`config.mk`:
```
export PLATFORM = sky130hd
export DESIGN_NAME = reg_q_piso_ctrl
export DESIGN_NICKNAME = d
export VERILOG_FILES = /design/src/rtl/mult_pkg.sv /design/src/rtl/down_counter_en.sv /design/src/rtl/reg_q_piso_ctrl.sv
export SDC_FILE = /design/constraint.sdc
export NUM_CORES = 1
export LEC_CHECK = 0
export ABC_AREA = 1
export CAP_MARGIN = 20
export CORE_MARGIN = 2
export CORE_UTILIZATION = 25
export CTS_CLUSTER_DIAMETER = 100
export DETAILED_ROUTE_END_ITERATION = 8
export PLACE_DENSITY = 0.46
export SLEW_MARGIN = 15
export SYNTH_ARGS = -nofsm -noshare
export SYNTH_HDL_FRONTEND = slang
export SYNTH_SLANG_ARGS = --single-unit
```
`constraint.sdc`:
```
create_clock -name clk -period 1.55 [get_ports clk]
set_clock_uncertainty 0.15 [all_clocks]
set_input_delay 0.3875 -clock clk [delete_from_list [all_inputs] [get_ports clk]]
set_output_delay 0.3875 -clock clk [all_outputs]
set_load 0.05 [all_outputs]
```
`src/rtl/mult_pkg.sv`:
```
// Shared definitions for the shift-add multiplier registers (B, Q, A).
package mult_pkg;

  localparam int unsigned BITS_DEF = 8;

  typedef enum logic [1:0] {IDLE, SHIFT, DONE} q_state_t;

  // Width needed to hold the values 0..bits inclusive.
  function automatic int unsigned cnt_w(input int unsigned bits);
    return $clog2(bits + 1);
  endfunction

endpackage

```
`src/rtl/down_counter_en.sv`:
```
// Loadable, enabled down-counter; zero_next flags that an enabled decrement reaches zero.
module down_counter_en #(
  parameter int unsigned W = 4
) (
  input  logic         clk,
  input  logic         rst,
  input  logic         load,
  input  logic         en,
  input  logic [W-1:0] d,
  output logic [W-1:0] count,
  output logic         zero_next
);

  always_ff @(posedge clk or negedge rst) begin
    if (!rst) begin
      count <= '0;
    end else if (load) begin
      count <= d;
    end else if (en && (count != '0)) begin
      count <= count - W'(1);
    end
  end

  assign zero_next = en && !load && (count == W'(1));

endmodule

```
`src/rtl/reg_q_piso_ctrl.sv`:
```
// Multiplier register Q: parallel load, LSB-first serial presentation,
// serial fill at the MSB, with bit counter and IDLE/SHIFT/DONE control.
module reg_q_piso_ctrl
  import mult_pkg::*;
#(
  parameter  int unsigned BITS  = BITS_DEF,
  localparam int unsigned CNT_W = cnt_w(BITS)
) (
  input  logic             clk,
  input  logic             rst,
  input  logic             start,
  input  logic [BITS-1:0]  DP,
  input  logic             SI,
  input  logic             step,
  output logic             q0,
  output logic             q0_valid,
  output logic             busy,
  output logic             done,
  output logic [BITS-1:0]  out,
  output logic [CNT_W-1:0] count
);

  q_state_t        state, state_nx;
  logic [BITS-1:0] q;
  logic            load, shift_en, zero_next;

  down_counter_en #(
    .W (CNT_W)
  ) u_cnt (
    .clk       (clk),
    .rst       (rst),
    .load      (load),
    .en        (shift_en),
    .d         (CNT_W'(BITS)),
    .count     (count),
    .zero_next (zero_next)
  );

  always_ff @(posedge clk or negedge rst) begin
    if (!rst) begin
      state <= IDLE;
      q     <= '0;
    end else begin
      state <= state_nx;
      if (load) begin
        q <= DP;
      end else if (shift_en) begin
        q <= {SI, q[BITS-1:1]};
      end
    end
  end

  always_comb begin
    state_nx = state;
    load     = 1'b0;
    shift_en = 1'b0;
    case (state)
      IDLE: begin
        if (start) begin
          load     = 1'b1;
          state_nx = SHIFT;
        end
      end
      SHIFT: begin
        if (step) begin
          shift_en = 1'b1;
          if (zero_next) state_nx = DONE;
        end
      end
      DONE:    state_nx = IDLE;
      default: state_nx = IDLE;
    endcase
  end

  assign q0       = q[0];
  assign q0_valid = (state == SHIFT);
  assign busy     = (state == SHIFT) || (state == DONE);
  assign done     = (state == DONE);
  assign out      = q;

endmodule

```
==> metrics.log, run 1 <==
[metrics] Final Instance Area: 0.001544 mm2
[metrics] routed wirelength normalized by instance count: 11.56 um
[metrics] count of input and output buffers: 28
[metrics] Layout area overhead: 78.84%
[metrics] Worst-Skew Late Latency: 0.28 ns
[metrics] HPWL Detailed: 1.557 mm
[metrics] Gate Count Post-Synth: 100
[metrics] routed vias: 833
[metrics] Tot Pwr: 3.823 mW
[metrics] count of warnings emitted by yosys: 0
[metrics] Final Cycle Share: 1.108
[metrics] horizontal extent of the die: 62.77 um
[metrics] syn_area_per_cell: 8.633 um2
[metrics] power per cell area: 2476 mW/mm2
[metrics] required time of the critical path: 1.01 ns
[metrics] post-CTS clock slew at the launch and capture registers of the worst setup and hold paths: 0.09 ns
[metrics] share of the yosys chip area belonging to registers: 0.4058
[metrics] critical-path maximum fanout: 3
[metrics] area of the mapped netlist: 863.3 um2
[metrics] part of the total power dissipated in the clock network: 0.071
[metrics] crit path setup slack, layout: -0.1673 ns
[metrics] Setup Viol. Count Final: 3
[metrics] most common cell after layout, fill and taps aside: nand3_1
[metrics] summed negative setup slack over all endpoints: -0.4477 ns
[metrics] Sequential Power Share: 0.202
[metrics] combinational power share: 0.727
[metrics] Max transition margin: 0.8348
[metrics] CTS buffer count: 3
[metrics] root buffer selected by CTS: clkbuf_4
[metrics] routed via count divided by cell count: 4.431
[metrics] nature of the critical path startpoint: register
[metrics] failing checks: setup timing
[metrics] clock tree from TritonCTS: done
[metrics] run status: finished, violations left
[metrics] I/O pin count: 29
[metrics] Antenna Cells: 0
[metrics] max-slew violation count: 0
[metrics] register bit total from synthesis: 14
[metrics] number of max-capacitance violations reported: 0
[metrics] leakage power figure: 0.7275 nW
[metrics] Cell Rows: 21
[metrics] pin count of the biggest net entering global routing: 15
[metrics] number of remaining DRC errors: 0
[metrics] total number of clock tree sinks: 14
[metrics] final routed wirelength across all metal layers: 2.174 mm
[metrics] count of hold buffers inserted by post-cts repair: 0
[metrics] initial antenna violation count: 0
[metrics] proportion of layout cells with a drive suffix above 1: 0.3592
[metrics] initial cell density of the core: 0.2587
[metrics] number of violations reported at the end of detailed-routing iteration 0: 25
[metrics] Pre-antenna DRT Iters: 5
[metrics] total congestion overflow after global routing: 0
[metrics] cell-internal power: 2.011 mW
[metrics] final worst hold slack: 0.2498 ns
[metrics] path class of the lowest-slack min-delay path: in -> async
[metrics] GRT Total Usage: 0.1172
[metrics] worst slack, placed: -0.1338 ns
[metrics] routability congestion estimate from global placement: 0.7745
[metrics] Period minus WS final: 1.717 ns
[metrics] count of antenna-violating nets left after detailed routing: 0
[metrics] number of global-route vias before repair: 830
[metrics] leading cell types in the layout, fill and taps excluded: nand3_1 (28), nand2_1 (20), buf_12 (18)
[metrics] final-layout fill cell count: 323
[metrics] number of nets in the finished design: 164
[metrics] Hold Vio Cnt, Final: 0
[metrics] DIE AREA: 0.003939 mm2
[metrics] arrival time worst endpoint: 1.18 ns
[metrics] sort of element at the end of the critical path: primary output
[metrics] worst ir drop on vdd: 806.6 uV
[metrics] H-tree depth reported by CTS: 1
[metrics] unrepaired setup endpoints after global routing: yes
[metrics] post-synthesis net count: 121
[metrics] achievable frequency: 582.3 MHz
[metrics] maximum buffer depth of the clock tree: 2
[metrics] global-route wire length before repair: 3.615 mm
[metrics] path type of the worst setup path: reg -> out
[metrics] sw power: 1.812 mW
[metrics] core box area: 0.003337 mm2
[metrics] Post-DP Area: 0.001404 mm2
[metrics] unique cell type count in the Yosys netlist: 20
[metrics] die height: 62.77 um
[metrics] transition at the pin with the smallest max-transition slack: 0.2478 ns
[metrics] switching share of power: 0.4741
## synth_stat cells
master | count | area share
nand3_1 | 28 | 0.16
nand2_1 | 21 | 0.091
dfrtp_1 | 14 | 0.41
ha_1 | 8 | 0.12
inv_1 | 7 | 0.030
nand2_4 | 4 | 0.052
nor2_1 | 3 | 0.013
inv_2 | 2 | 0.0087
o21ai_0 | 2 | 0.012
buf_4 | 1 | 0.0087
buf_6 | 1 | 0.013
clkbuf_8 | 1 | 0.016
clkinv_4 | 1 | 0.010
nand4_1 | 1 | 0.0073
nor2_2 | 1 | 0.0073
o21ai_1 | 1 | 0.0058
o21ai_2 | 1 | 0.010
o21bai_2 | 1 | 0.013
o22ai_1 | 1 | 0.0073
xor2_1 | 1 | 0.010
## repair_timing
action | in CTS | in global routing
setup buffers | 6 | 1
pin swaps | 0 | 1
resized for setup | 7 | 3
setup endpoints to repair | 3 | 11
## final cells by class
cell class | count | area [um2] | share of cell area
inverter | 10 | 45.04 | 0.02917
timing repair buffer | 41 | 566.8 | 0.3671
sequential | 14 | 352.8 | 0.2285
multi-input combinational | 73 | 485.5 | 0.3144
tap | 46 | 57.56 | 0.03728
clock buffer | 4 | 36.28 | 0.02350
## cells by family (layout without fill, tap and decap cells)
kind of cell,Yosys count,count (layout),synth area share
xor+xnor,1,1,0.01015
compound gates,6,6,0.04783
buf+inv,13,55,0.08697
simple gates,58,58,0.3333
fa+ha+maj,8,8,0.1159
flops,14,14,0.4058
## state kept, by name, summed over array words and instances, names as in the netlist
signal,flops
out,8
u_cnt.count,4
state,2
## power by group through the flow
stage	clock, mW	sequential [mW]	combinational, mW
after detailed placement	0	0.782	2.50
after global placement	0	0.780	2.49
after global routing	0.294	0.794	2.94
final	0.270	0.772	2.78
after floorplan	0	1.15	0.976
after CTS	0.281	0.770	2.72
## per-stage QoR
step,instances,util
6_report,188,0.4627
5_1_grt,188,0.4627
4_1_cts,187,0.4563
3_5_place_dp,177,0.4207
3_3_place_gp,177,0.4207
2_1_floorplan,100,-
## critical path: stages, from the launching register on
cell and delay [ns]:
dfrtp_1 0.40, inv_2 0.12, ha_4 0.22, buf_12 0.14
## path summary, 6_finish.rpt
| check | to | cells after the start | slack, ns | startpoint |
|---|---|---|---|---|
| setup / recovery | busy | 3 | -0.17 | state[1] |
| hold / removal | u_cnt.count[0] | 2 | 0.25 | rst |
| setup reg to reg | state[0] | 6 | 0.05 | state[0] |
| hold reg to reg | u_cnt.count[0] | 2 | 0.45 | u_cnt.count[0] |
| max in group asynchronous | u_cnt.count[1] | 2 | 0.81 | rst |
| min in group clk | u_cnt.count[0] | 2 | 0.45 | u_cnt.count[0] |
## metal layers
metal | vias up | global-route usage | part of all wire
met1 | 396 | 0.1351 | 0.43
met4 | 0 | 0.06667 | 0.027
li1 | 412 | - | -
met3 | 6 | 0.02883 | 0.038
met2 | 19 | 0.1976 | 0.51
met5 | - | 0 | 0
No activity file was read; power rests on OpenSTA's default activity.
==> run 2: changes to the inputs <==
--- a/config.mk
+++ b/config.mk
@@ -5,13 +5,13 @@
 export SDC_FILE = /design/constraint.sdc
 export NUM_CORES = 1
 export LEC_CHECK = 0
-export ABC_AREA = 1
 export CAP_MARGIN = 20
 export CORE_MARGIN = 2
 export CORE_UTILIZATION = 25
 export CTS_CLUSTER_DIAMETER = 100
+export CTS_CLUSTER_SIZE = 20
 export DETAILED_ROUTE_END_ITERATION = 8
-export PLACE_DENSITY = 0.46
+export PLACE_DENSITY = 0.47
 export SLEW_MARGIN = 15
 export SYNTH_ARGS = -nofsm -noshare
 export SYNTH_HDL_FRONTEND = slang
==> metrics.log, run 2 <==
[metrics] Antenna Cells: 0 (unchanged)
[metrics] worst ir drop on vdd: 1219 uV (was 806.6 uV)
[metrics] most used flip-flop cell after synthesis: dfrtp_1 (unchanged)
[metrics] kind of cell adding the most delay to the critical path: flip-flops (unchanged)
[metrics] Post-DP Area: 0.001451 mm2 (was 0.001404 mm2)
[metrics] Cell Rows: 20 (was 21)
[metrics] Gate Count Post-Synth: 85 (was 100)
[metrics] post-synthesis net count: 106 (was 121)
[metrics] root buffer selected by CTS: clkbuf_4 (unchanged)
[metrics] number of max-capacitance violations reported: 0 (unchanged)
[metrics] area occupied by multi-input gates: 533.0 um2 (was 485.5 um2)
[metrics] syn_area_per_cell: 9.671 um2 (was 8.633 um2)
[metrics] post-synth top area share: 0.4262 (was 0.4058)
[metrics] Hold Vio Cnt, Final: 0 (unchanged)
[metrics] Final Instance Area: 0.001625 mm2 (was 0.001544 mm2)
[metrics] count of antenna-violating nets left after detailed routing: 0 (unchanged)
[metrics] count of warnings emitted by yosys: 0 (unchanged)
[metrics] achievable frequency: 591.1 MHz (was 582.3 MHz)
[metrics] number of nets in the finished design: 157 (was 164)
[metrics] Sequential Power Share: 0.196 (was 0.202)
[metrics] routed wirelength normalized by instance count: 11.93 um (was 11.56 um)
[metrics] count of input and output buffers: 28 (unchanged)
[metrics] sequential cell area in the final layout: 354.1 um2 (was 352.8 um2)
[metrics] die height: 61.34 um (was 62.77 um)
[metrics] max-slew violation count: 0 (unchanged)
[metrics] Setup Viol. Count Final: 5 (was 3)
[metrics] transition at the pin with the smallest max-transition slack: 0.2807 ns (was 0.2478 ns)
[metrics] initial antenna violation count: 0 (unchanged)
[metrics] sw power: 1.681 mW (was 1.812 mW)
[metrics] cell taking the most area after synthesis: dfrtp_1 (unchanged)
[metrics] failing checks: setup timing (unchanged)
[metrics] buffering stage count on the worst path with inverters included: 2 (unchanged)
[metrics] register bit total from synthesis: 14 (unchanged)
[metrics] final-layout fill cell count: 296 (was 323)
[metrics] number of global-route vias before repair: 827 (was 830)
[metrics] critical-path maximum fanout: 4 (was 3)
[metrics] Layout area overhead: 97.72% (was 78.84%)
[metrics] Pre-antenna DRT Iters: 4 (was 5)
[metrics] cell-internal power: 2.056 mW (was 2.011 mW)
[metrics] top cells by area in the synthesized netlist: dfrtp_1 (43%), ha_1 (12%), mux2i_1 (9.7%) (was dfrtp_1 (41%), nand3_1 (16%), ha_1 (12%))
[metrics] crit path setup slack, layout: -0.1418 ns (was -0.1673 ns)
[metrics] fraction of synthesis flops using an asynchronous set or reset pin: 1.000 (unchanged)
[metrics] nature of the critical path startpoint: register (unchanged)
[metrics] share of the yosys chip area belonging to registers: 0.4262 (was 0.4058)
[metrics] leading cell types in the layout, fill and taps excluded: buf_12 (18), buf_4 (16), clkdlybuf4s50_1 (12) (was nand3_1 (28), nand2_1 (20), buf_12 (18))
[metrics] combinational power share: 0.745 (was 0.727)
[metrics] HPWL Detailed: 1.616 mm (was 1.557 mm)
[metrics] initial cell density of the core: 0.2649 (was 0.2587)
[metrics] number of remaining DRC errors: 0 (unchanged)
[metrics] Max transition margin: 0.8120 (was 0.8348)
[metrics] Final Cycle Share: 1.092 (was 1.108)
[metrics] Worst-Skew Late Latency: 0.28 ns (about the same)
[metrics] top-count cell post-synth: dfrtp_1 (was nand3_1)
[metrics] Crit path largest cell delay: 0.40 ns (about the same)
[metrics] final routed wirelength across all metal layers: 2.136 mm (was 2.174 mm)
[metrics] most common cell after layout, fill and taps aside: buf_12 (was nand3_1)
[metrics] run status: finished, violations left (unchanged)
[metrics] unique cell type count in the Yosys netlist: 22 (was 20)
[metrics] DIE AREA: 0.003763 mm2 (was 0.003939 mm2)
[metrics] Post-synth top cells: dfrtp_1 (14), a21oi_1 (11), ha_1 (8), mux2i_1 (8), nor2_1 (8) (was nand3_1 (28), nand2_1 (21), dfrtp_1 (14))
[metrics] number of violations reported at the end of detailed-routing iteration 0: 21 (was 25)
[metrics] clock tree from TritonCTS: done (unchanged)
[metrics] pin count of the biggest net entering global routing: 18 (was 15)
[metrics] maximum buffer depth of the clock tree: 2 (unchanged)
[metrics] total congestion overflow after global routing: 0 (unchanged)
[metrics] post-CTS clock slew at the launch and capture registers of the worst setup and hold paths: 0.09 ns (about the same)
[metrics] proportion of layout cells with a drive suffix above 1: 0.4593 (was 0.3592)
[metrics] total number of clock tree sinks: 14 (unchanged)
[metrics] cell type of the slowest stage on the worst timing path: dfrtp_1 (unchanged)
[metrics] path class of the lowest-slack min-delay path: in -> async (unchanged)
[metrics] arrival time worst endpoint: 1.15 ns (was 1.18 ns)
[metrics] count of hold buffers inserted by post-cts repair: 0 (unchanged)
[metrics] H-tree depth reported by CTS: 1 (unchanged)
[metrics] routed via count divided by cell count: 4.503 (was 4.431)
[metrics] I/O pin count: 29 (unchanged)
[metrics] Finished Core Util: 0.5238 (was 0.4627)
[metrics] number of enable flip-flop cells after synthesis: 0 (unchanged)
[metrics] unrepaired setup endpoints after global routing: yes (unchanged)
[metrics] sort of element at the end of the critical path: primary output (unchanged)
[metrics] power per cell area: 2299 mW/mm2 (was 2476 mW/mm2)
[metrics] core box area: 0.003103 mm2 (was 0.003337 mm2)
[metrics] flip-flop count of the largest register, all copies and words added: 8 (unchanged)
[metrics] leakage power figure: 0.7292 nW (was 0.7275 nW)
[metrics] part of the total power dissipated in the clock network: 0.059 (was 0.071)
[metrics] global-route wire length before repair: 3.753 mm (was 3.615 mm)
[metrics] path type of the worst setup path: reg -> out (unchanged)
[metrics] switching share of power: 0.4498 (was 0.4741)
[metrics] GRT Total Usage: 0.1355 (was 0.1172)
[metrics] area of the mapped netlist: 822.0 um2 (was 863.3 um2)
[metrics] required time of the critical path: 1.01 ns (about the same)
[metrics] routability congestion estimate from global placement: 0.7666 (was 0.7745)
[metrics] routed vias: 806 (was 833)
[metrics] cells along the critical path: inv_2 -> ha_4 -> buf_12 (unchanged)
[metrics] CTS buffer count: 3 (unchanged)
[metrics] horizontal extent of the die: 61.34 um (was 62.77 um)
[metrics] Period minus WS final: 1.692 ns (was 1.717 ns)
## run 2: cell types whose count changed after synthesis, moves of 5 or more
cell	change
nand3_1	-26
a21oi_1	+11
mux2i_1	+8
nand2_1	-18
o21ai_0	+5
nor2_1	+5
## run 2: final cells by class
cell class,count,area share
inverter,6,0.01386
timing repair buffer,49,0.3903
sequential,14,0.2179
clock buffer,4,0.01617
multi-input combinational,62,0.3279
tap,44,0.03387
## run 2: metrics by stage
| stage | power (mW) | worst slack [ns] | hold WS [ns] | setup TNS (ns) | cells |
|---|---|---|---|---|---|
| floorplan | 1.990 | -0.06436 | -0.05809 | -0.1725 | 85 |
| global placement | 3.219 | -0.2153 | 0.4146 | -2.441 | 169 |
| detailed placement | 3.247 | -0.2564 | 0.4467 | -2.577 | 169 |
| CTS | 3.654 | -0.1542 | 0.2598 | -0.6041 | 177 |
| global route | 3.969 | -0.1898 | 0.2643 | -0.9122 | 179 |
| finish | 3.737 | -0.1418 | 0.2630 | -0.5423 | 179 |
## run 2: kinds of logic after synthesis
group           Yosys count  synth area share
mux                       8           0.09742
flops                    14            0.4262
compound gates           21            0.1416
buf+inv                   9           0.04718
fa+ha+maj                 8            0.1218
simple gates             25            0.1659
## run 2: what timing repair did
action,4_1_cts,5_1_grt
pin swaps,1,2
endpoints found under the setup margin,12,19
gates resized for setup,10,14
buffers inserted,5,2
hold endpoints to repair,0,0
## run 2: worst paths after layout
path	start	end	slack [ns]	depth (start not counted)
min in group clk	out[1]	out[0]	0.53	2
max reg2reg	u_cnt.count[0]	u_cnt.count[3]	-0.06	4
min reg2reg	out[1]	out[0]	0.53	2
max in group asynchronous	rst	u_cnt.count[0]	0.80	2
max	state[1]	busy	-0.14	3
min	rst	out[7]	0.26	2
## run 2: worst reg2reg max path: stages, from the launching register on
cell and delay (ns):
dfrtp_2 0.46, buf_6 0.13, or3_4 0.32, or4_4 0.42, nand3_2 0.07
## run 2: routing by layer
layer,up-vias,track usage,routed length [um]
met5,-,0,0
met4,0,0.04559,0
met3,0,0.04202,183
met2,25,0.2264,1057
met1,381,0.1662,896
li1,400,-,-
## run 2: power by group through the flow
stage          registers [mW]  clock network [mW]  logic (mW)
2_1_floorplan            1.14                   0       0.845
3_3_place_gp            0.757                   0        2.46
3_5_place_dp            0.755                   0        2.49
4_1_cts                 0.735               0.230        2.69
5_1_grt                 0.762               0.248        2.96
6_report                0.734               0.220        2.78
==> run 3: changes to the inputs <==
--- a/config.mk
+++ b/config.mk
@@ -8,6 +8,7 @@
 export CAP_MARGIN = 20
 export CORE_MARGIN = 2
 export CORE_UTILIZATION = 25
+export CTS_BUF_LIST = sky130_fd_sc_hd__clkbuf_2
 export CTS_CLUSTER_DIAMETER = 100
 export CTS_CLUSTER_SIZE = 20
 export DETAILED_ROUTE_END_ITERATION = 8
==> metrics.log, run 3 (synthesis gave the netlist of run 2 again) <==
[metrics] global-route wire length before repair: 3.939 mm (was 3.753 mm)
[metrics] crit path setup slack, layout: -0.1637 ns (was -0.1418 ns)
[metrics] transition at the pin with the smallest max-transition slack: 0.3686 ns (was 0.2807 ns)
[metrics] pin count of the biggest net entering global routing: 18 (unchanged)
[metrics] Cell Rows: 20 (unchanged)
[metrics] arrival time worst endpoint: 1.18 ns (was 1.15 ns)
[metrics] M1 GR Usage: 0.1727 (was 0.1662)
[metrics] Final Cycle Share: 1.106 (was 1.092)
[metrics] Worst-Skew Late Latency: 0.28 ns (about the same)
[metrics] leakage power figure: 0.7574 nW (was 0.7292 nW)
[metrics] total congestion overflow after global routing: 0 (unchanged)
[metrics] most common cell after layout, fill and taps aside: buf_12 (unchanged)
[metrics] path type of the worst setup path: reg -> out (unchanged)
[metrics] count of input and output buffers: 28 (unchanged)
[metrics] number of max-capacitance violations reported: 0 (unchanged)
[metrics] Max transition margin: 0.7532 (was 0.8120)
[metrics] total number of clock tree sinks: 14 (unchanged)
[metrics] number of global-route vias before repair: 857 (was 827)
[metrics] power per cell area: 2272 mW/mm2 (was 2299 mW/mm2)
[metrics] root buffer selected by CTS: clkbuf_2 (was clkbuf_4)
[metrics] global-route layer with the greatest usage: met2 (unchanged)
[metrics] number of violations reported at the end of detailed-routing iteration 0: 40 (was 21)
[metrics] unrepaired setup endpoints after global routing: yes (unchanged)
[metrics] CTS buffer count: 3 (unchanged)
[metrics] max-slew violation count: 0 (unchanged)
[metrics] proportion of layout cells with a drive suffix above 1: 0.4672 (was 0.4593)
[metrics] core box area: 0.003103 mm2 (unchanged)
[metrics] final routed wirelength across all metal layers: 2.255 mm (was 2.136 mm)
[metrics] achievable frequency: 583.5 MHz (was 591.1 MHz)
[metrics] flip-flop count of the largest register, all copies and words added: 8 (unchanged)
[metrics] Pre-antenna DRT Iters: 4 (unchanged)
[metrics] clock tree from TritonCTS: done (unchanged)
[metrics] Antenna Cells: 0 (unchanged)
[metrics] routed vias: 810 (was 806)
[metrics] Period minus WS final: 1.714 ns (was 1.692 ns)
[metrics] Finished Core Util: 0.5399 (was 0.5238)
[metrics] summed negative setup slack over all endpoints: -1.087 ns (was -0.5423 ns)
[metrics] required time of the critical path: 1.01 ns (about the same)
[metrics] routed wirelength normalized by instance count: 12.46 um (was 11.93 um)
[metrics] path class of the lowest-slack min-delay path: in -> async (unchanged)
[metrics] first element of the critical path: state[1] (unchanged)
[metrics] routed via count divided by cell count: 4.475 (was 4.503)
[metrics] met2 usage: 0.2356 (was 0.2264)
[metrics] maximum buffer depth of the clock tree: 2 (unchanged)
[metrics] die height: 61.34 um (unchanged)
[metrics] critical-path maximum fanout: 4 (unchanged)
[metrics] nature of the critical path startpoint: register (unchanged)
[metrics] total instance count after detailed placement: 169 (unchanged)
[metrics] post-CTS clock slew at the launch and capture registers of the worst setup and hold paths: 0.15 ns (was 0.09 ns)
[metrics] HPWL Detailed: 1.616 mm (unchanged)
[metrics] sort of element at the end of the critical path: primary output (unchanged)
[metrics] GRT Total Usage: 0.1420 (was 0.1355)
[metrics] Setup Viol. Count Final: 15 (was 5)
[metrics] DIE AREA: 0.003763 mm2 (unchanged)
[metrics] met3 track utilization from global routing: 0.04412 (was 0.04202)
[metrics] horizontal extent of the die: 61.34 um (unchanged)
[metrics] leading cell types in the layout, fill and taps excluded: buf_12 (18), buf_4 (15), clkdlybuf4s50_1 (11) (was buf_12 (18), buf_4 (16), clkdlybuf4s50_1 (12))
[metrics] count of antenna-violating nets left after detailed routing: 0 (unchanged)
[metrics] I/O pin count: 29 (unchanged)
[metrics] initial cell density of the core: 0.2649 (unchanged)
[metrics] number of remaining DRC errors: 0 (unchanged)
[metrics] RR Startpoint: state[1] (was u_cnt.count[0])
[metrics] run status: finished, violations left (unchanged)
[metrics] number of nets in the finished design: 159 (was 157)
[metrics] initial antenna violation count: 0 (unchanged)
[metrics] Layout area overhead: 103.8% (was 97.72%)
[metrics] number of cells in the finished layout apart from fillers: 181 (was 179)
[metrics] Hold Vio Cnt, Final: 0 (unchanged)
[metrics] worst ir drop on vdd: 1216 uV (was 1219 uV)
[metrics] routability congestion estimate from global placement: 0.7666 (unchanged)
[metrics] H-tree depth reported by CTS: 1 (unchanged)
[metrics] failing checks: setup timing (unchanged)
==> run 3: power by group <==
group | switching (mW) | internal, mW | leakage [nW] | total [mW]
sequential | 0.218 | 0.533 | 0.158 | 0.752
combinational | 1.38 | 1.48 | 0.583 | 2.86
clock | 0.125 | 0.0684 | 0.0166 | 0.193
==> run 3: cell type report <==
class / instances / area, um2
Multi-Input combinational cell: 62 / 539.3
Timing Repair Buffer: 51 / 683.2
Clock buffer: 4 / 20.02
Tap cell: 44 / 55.05
Sequential cell: 14 / 355.3
Inverter: 6 / 22.52
Fill cell: 292 / 1428
==> run 3: stage by stage <==
stage                     hold slack (ns)  power (mW)  area, um2  setup WS (ns)
after floorplan                  -0.05809       1.990      848.3       -0.06436
after global placement             0.4146       3.219       1451        -0.2153
after detailed placement           0.4467       3.247       1451        -0.2564
after CTS                          0.2315       3.766       1632        -0.1803
after global routing               0.2282       4.037       1675        -0.2166
final                              0.2391       3.806       1675        -0.1637
==> run 3: per-layer routing <==
layer / vias to the layer above / wire (um)
met3: 0 / 203
li1: 404 / -
met2: 26 / 1134
met4: 0 / 0
met1: 380 / 916
met5: - / 0
==> run 3: final timing paths <==
path / end / slack, ns / cells after the start
setup / recovery: busy / -0.16 / 3
hold / removal: out[7] / 0.24 / 2
setup reg to reg: u_cnt.count[3] / -0.12 / 6
hold reg to reg: out[0] / 0.53 / 2
max in group asynchronous: state[1] / 0.82 / 2
min in group clk: u_cnt.count[1] / 0.45 / 4
==> run 3: critical path: stages, from the launching register on <==
cell	delay, ns
dfrtp_1	0.42
inv_2	0.12
ha_4	0.22
buf_12	0.14
==> run 3: timing repair <==
action	CTS	global route
endpoints found under the hold margin	0	0
setup buffers	8	1
pin swaps	2	6
setup endpoints to repair	16	19
hold buffers	0	0
cloned	1	0
gates resized for setup	16	11
